==> config.mk <==
export PLATFORM = sky130hd
export DESIGN_NAME = fc_argmax
export DESIGN_NICKNAME = d
export VERILOG_FILES = /design/src/rtl/fc_argmax.sv
export SDC_FILE = /design/constraint.sdc
export NUM_CORES = 1
export LEC_CHECK = 0
export ABC_CLOCK_PERIOD_IN_PS = 2800
export BUFFER_PORTS_ARGS = -buffer_cell sky130_fd_sc_hd__clkbuf_2
export CAP_MARGIN = 40
export CORE_ASPECT_RATIO = 0.5
export CORE_UTILIZATION = 49
export CTS_BUF_LIST = sky130_fd_sc_hd__clkbuf_16
export DETAILED_ROUTE_END_ITERATION = 10
export GPL_TIMING_DRIVEN = 0
export PLACE_DENSITY = 0.88
export SLEW_MARGIN = 25
export SYNTH_ARGS = -nofsm -noshare
export SYNTH_HDL_FRONTEND = slang
export SYNTH_SLANG_ARGS = --single-unit
==> constraint.sdc <==
create_clock -name clk -period 2.8 [get_ports clk]
set_input_delay 0.28 -clock clk [delete_from_list [all_inputs] [get_ports clk]]
set_output_delay 0.28 -clock clk [all_outputs]
set_load 0.01 [all_outputs]
==> src/rtl/fc_argmax.sv <==
// Argmax over the fc2 score vector: streams NUM_CLASSES signed words out of a
// read-only BRAM port at one per cycle and reports the index of the largest one.
module fc_argmax #(
    parameter int          NUM_CLASSES = 47,
    parameter logic [31:0] BASE_ADDR   = 32'h0000_0000,
    parameter int          DATA_W      = 32
) (
    input  logic              clk,
    input  logic              rst,
    input  logic              start,
    output logic              busy,
    output logic              done,
    output logic [7:0]        result,
    output logic [DATA_W-1:0] max_score,
    output logic [31:0]       BRAM_ADDR,
    output logic              BRAM_EN,
    output logic [3:0]        BRAM_WE,
    output logic [31:0]       BRAM_DIN,
    input  logic [31:0]       BRAM_DOUT
);

    localparam logic [7:0] CNT_END  = 8'(NUM_CLASSES);
    localparam logic [7:0] LAST_IDX = 8'(NUM_CLASSES - 1);

    typedef enum logic [1:0] {IDLE, SCAN, DRAIN, DONE} state_t;

    state_t                    state;
    logic [7:0]                rd_idx;
    logic [7:0]                cmp_idx;
    logic [7:0]                run_idx;
    logic signed [DATA_W-1:0]  run_max;
    // [0]: read issued this cycle (drives EN), [1]: read data present on DOUT
    logic [1:0]                vld_pipe;

    logic signed [DATA_W-1:0]  score;
    logic                      take_new;
    logic signed [DATA_W-1:0]  nxt_max;
    logic [7:0]                nxt_idx;

    assign BRAM_EN  = vld_pipe[0];
    assign BRAM_WE  = 4'b0000;
    assign BRAM_DIN = 32'h0000_0000;

    // Strict greater-than keeps the lowest index on ties.
    always_comb begin
        score    = $signed(BRAM_DOUT[DATA_W-1:0]);
        take_new = (cmp_idx == 8'd0) || (score > run_max);
        nxt_max  = take_new ? score : run_max;
        nxt_idx  = take_new ? cmp_idx : run_idx;
    end

    always_ff @(posedge clk) begin
        if (rst) begin
            state     <= IDLE;
            busy      <= 1'b0;
            done      <= 1'b0;
            result    <= 8'd0;
            max_score <= '0;
            vld_pipe  <= 2'b00;
            BRAM_ADDR <= BASE_ADDR;
            rd_idx    <= 8'd0;
            cmp_idx   <= 8'd0;
            run_idx   <= 8'd0;
            run_max   <= '0;
        end else begin
            done        <= 1'b0;
            vld_pipe[1] <= vld_pipe[0];

            if (vld_pipe[1]) begin
                run_max <= nxt_max;
                run_idx <= nxt_idx;
                cmp_idx <= cmp_idx + 8'd1;
            end

            case (state)
                IDLE: begin
                    if (start) begin
                        // Score 0 is issued on the accepting edge, so the issue
                        // counter starts one ahead.
                        state       <= SCAN;
                        busy        <= 1'b1;
                        vld_pipe[0] <= 1'b1;
                        BRAM_ADDR   <= BASE_ADDR;
                        rd_idx      <= 8'd1;
                        cmp_idx     <= 8'd0;
                    end
                end
                SCAN: begin
                    if (rd_idx == CNT_END) begin
                        vld_pipe[0] <= 1'b0;
                        state       <= DRAIN;
                    end else begin
                        BRAM_ADDR <= BASE_ADDR + {22'd0, rd_idx, 2'b00};
                        rd_idx    <= rd_idx + 8'd1;
                    end
                end
                DRAIN: begin
                    if (vld_pipe[1] && (cmp_idx == LAST_IDX)) begin
                        state     <= DONE;
                        busy      <= 1'b0;
                        done      <= 1'b1;
                        result    <= nxt_idx;
                        max_score <= nxt_max;
                    end
                end
                DONE: begin
                    state <= IDLE;
                end
                default: begin
                    state <= IDLE;
                end
            endcase
        end
    end

endmodule

==> results.toml <==
[logic_synthesis]
mappedNetlistArea_um2 = 6330
syn-mean-instance-area_um2 = 8.63
number_of_distinct_standard_cells_referenced_by_the_synthesized_netlist = 49
synth.most_common_cell = "sky130_fd_sc_hd__dfxtp_1"
synth_top_cell_by_area = "sky130_fd_sc_hd__dfxtp_1"
ys_top_cells_by_area = "sky130_fd_sc_hd__dfxtp_1 (35%), sky130_fd_sc_hd__ha_1 (7.7%), sky130_fd_sc_hd__buf_4 (7.4%)"
synth_sequential_area_ratio_pct = 34.8
synth.top_cell.area_share_pct = 34.8
ys_warn_count = 0
postSynthRegisterBits = 110
synthesized_instance_count = 733
async_set_or_reset_register_ratio_after_synthesis_pct = 0
synth_enable_flop_cells = 0
netlist_top_cells_count = "sky130_fd_sc_hd__dfxtp_1 (110), sky130_fd_sc_hd__buf_4 (62), sky130_fd_sc_hd__nor2_1 (60)"
ys.flop_type = "sky130_fd_sc_hd__dfxtp_1"

[sta]
hold_viol = 0
unrepaired_setup_endpoints_after_global_routing = "true"
worst_slew_pin_slew_ps = 1200
finalCritPeriodShare_pct = 124
final_period_minus_worst_setup_slack_ps = 3460
worst_slew_margin_rel_pct = 19.8
maxClockFrequency_mhz = 289
timing.final.setup_violations = 80
totalNegativeSetupSlack_ps = -22100
clock-skew-final_ps = 15.8
setup_ws_ps = -661
report.final.slew_viol_count = 0

[cts]
clock-root-buffer = "sky130_fd_sc_hd__clkbuf_16"
hold_buffers = 0
tritoncts_clock_tree = "yes"
clock_sinks = 110
insertion_delay_ps = 370
clock_tree.buffer_depth = 2
ctsHtreeMaxLevel = 3
cts-buffers-inserted = 9
cts.reportedPaths.clkPinSlew_ps = 80

[floorplanning]
core-area_um2 = 12200
initial_core_util_pct = 51.9
fp.dieW_um = 163
die_y_um = 82.3
num_rows = 28
die_area_um2 = 13400
ioPinCount = 146

[detailed_routing]
detail_route.first_pass.iterations = 9
iteration_0_drc_count_of_the_detailed_router = 1025
dr_total_vias = 7048
drc = 0
wl_mm = 25.1
vias_per_cell = 6.52
detail-route-antenna-nets = 0
post_drt_wl_per_cell_um = 23.2

[global_route]
initial_antenna_violation_count = 0
grt_pass1_vias = 5772
grt_first_pass_wirelength_mm = 28.6
track_usage_pct = 27.6
pin_count_of_the_biggest_net_entering_global_routing = 19
globalRouteOverflowTotal = 0

[power]
irDropWorstVdd_uv = 370
power_leakage_nw = 3.62
power.density_nw_per_um2 = 514
total_power_mw = 4.43

[min_path]
hold_path_class = "in -> reg"
hold_path.startpoint = "BRAM_DOUT[18]"
whs_path_cells = 4

[place]
dp_hpwl_mm = 12.5
placement.io_buffers = 85
finalWeightedCongestion = 0.938

[flow_run]
max_cap_check_violation_count = 0

[status]
outcome = "complete, but fails checks"
failed_checks = "negative setup slack"

[critical_path]
timing_worst_setup_path_type = "reg -> reg"
setup.worst_path.end_class = "register"
worstPathArrival_ps = 3680
rr_worst_depth = 11
worst_setup_path_startpoint = "run_max[1]"
max_fo_critical_path = 10
startpoint_type = "register"
critPathRequiredTime_ps = 3020
crit-reg2reg-launch = "run_max[1]"

[layout]
flow.area_growth_from_synthesis_pct = 36.2
fin_nets = 985
ratio_of_cells_with_drive_above_1_in_the_final_layout_pct = 35.7
fillerInstances = 734
num_antenna_cells = 0
-- per-layer routing --
metal / global-route usage [%] / vias to the layer above / part of all wire, %
met5: 0 / - / 0
met4: 15.9 / 0 / 9.1
met3: 7.44 / 271 / 15
met2: 45.4 / 780 / 41
met1: 33.2 / 3126 / 34
li1: - / 2871 / -
-- worst paths after layout --
check | to | slack (ps)
max | max_score[28] | -660
max reg2reg | max_score[28] | -660
min | run_max[18] | 290
min reg2reg | BRAM_ADDR[6] | 450
-- area by class of cell --
type | count | area (um2) | area share (%)
tap | 165 | 206 | 2.40
buffer | 115 | 861 | 9.99
multi-input combinational | 525 | 4150 | 48.1
clock inverter | 7 | 48.8 | 0.566
sequential | 110 | 2220 | 25.7
clock buffer | 9 | 225 | 2.61
timing repair buffer | 109 | 748 | 8.68
inverter | 41 | 161 | 1.87
-- worst max-delay path, cell delays in order (launching register included) --
cell and delay, ps:
sky130_fd_sc_hd__dfxtp_1 330, sky130_fd_sc_hd__inv_2 70, sky130_fd_sc_hd__ha_1 340, sky130_fd_sc_hd__nor2b_1 170, sky130_fd_sc_hd__o211ai_1 260, sky130_fd_sc_hd__a2111o_1 190
sky130_fd_sc_hd__o211ai_1 230, sky130_fd_sc_hd__a2111oi_4 640, sky130_fd_sc_hd__buf_6 240, sky130_fd_sc_hd__buf_6 190, sky130_fd_sc_hd__nor4_1 100, sky130_fd_sc_hd__a311oi_1 540
-- sequential cells by signal, indices dropped and copies added, names as in the netlist --
register   cells
state          2
run_idx        8
BRAM_ADDR      8
rd_idx         8
vld_pipe       2
busy           1
cmp_idx        8
result         8
run_max       32
done           1
max_score     32
-- logic make-up after synthesis --
kind of cell,Yosys count,share of synthesized area (%)
other,1,0.0593
adders and majority gates,39,7.71
xor gates and xnor gates,13,1.80
buffers and inverters,157,13.9
muxes,7,1.11
AOI/OAI and AO/OA,159,18.7
DFF,110,34.8
and+or+nand+nor,247,21.9
-- where the power goes --
group          leakage, nW  internal [mW]  total, mW  switching (mW)
clock                0.131          0.607       1.26           0.649
combinational         2.59          0.575       1.44           0.862
sequential           0.895           1.66       1.74          0.0751
total                 3.62           2.84       4.43            1.59
-- layout by cell type, fill, tap and decap left out, drive strengths merged, types with 10 or more instances in the layout --
cell type  count
nand2         26
nor4          36
conb          60
xor2          10
nand2b        44
a211oi        25
inv           44
nand3         22
o31ai         35
buf           99
a311oi        11
clkbuf       134
o21bai        34
nor2          61
a21oi         28
dfxtp        110
ha            39
or4           36
-- metrics by stage --
stage / worst slack [ps] / instances / hold WS, ps / cell area, um2 / util [%]
floorplan: 241 / 792 / 444 / 6550 / -
finish: -661 / 1081 / 288 / 8620 / 70.7
detailed placement: -278 / 1042 / 446 / 7190 / 58.9
CTS: -22.0 / 1066 / 273 / 7690 / 63.1
global route: -629 / 1081 / 309 / 8620 / 70.7
global placement: -196 / 1042 / 440 / 7180 / 58.9
-- what timing repair did --
action	4_1_cts	5_1_grt
setup buffers	7	15
gates cloned	1	5
gates resized for setup	29	168
pin swaps	7	59
endpoints found under the setup margin	80	80
Note: power is estimated with default switching activity, not from simulation.
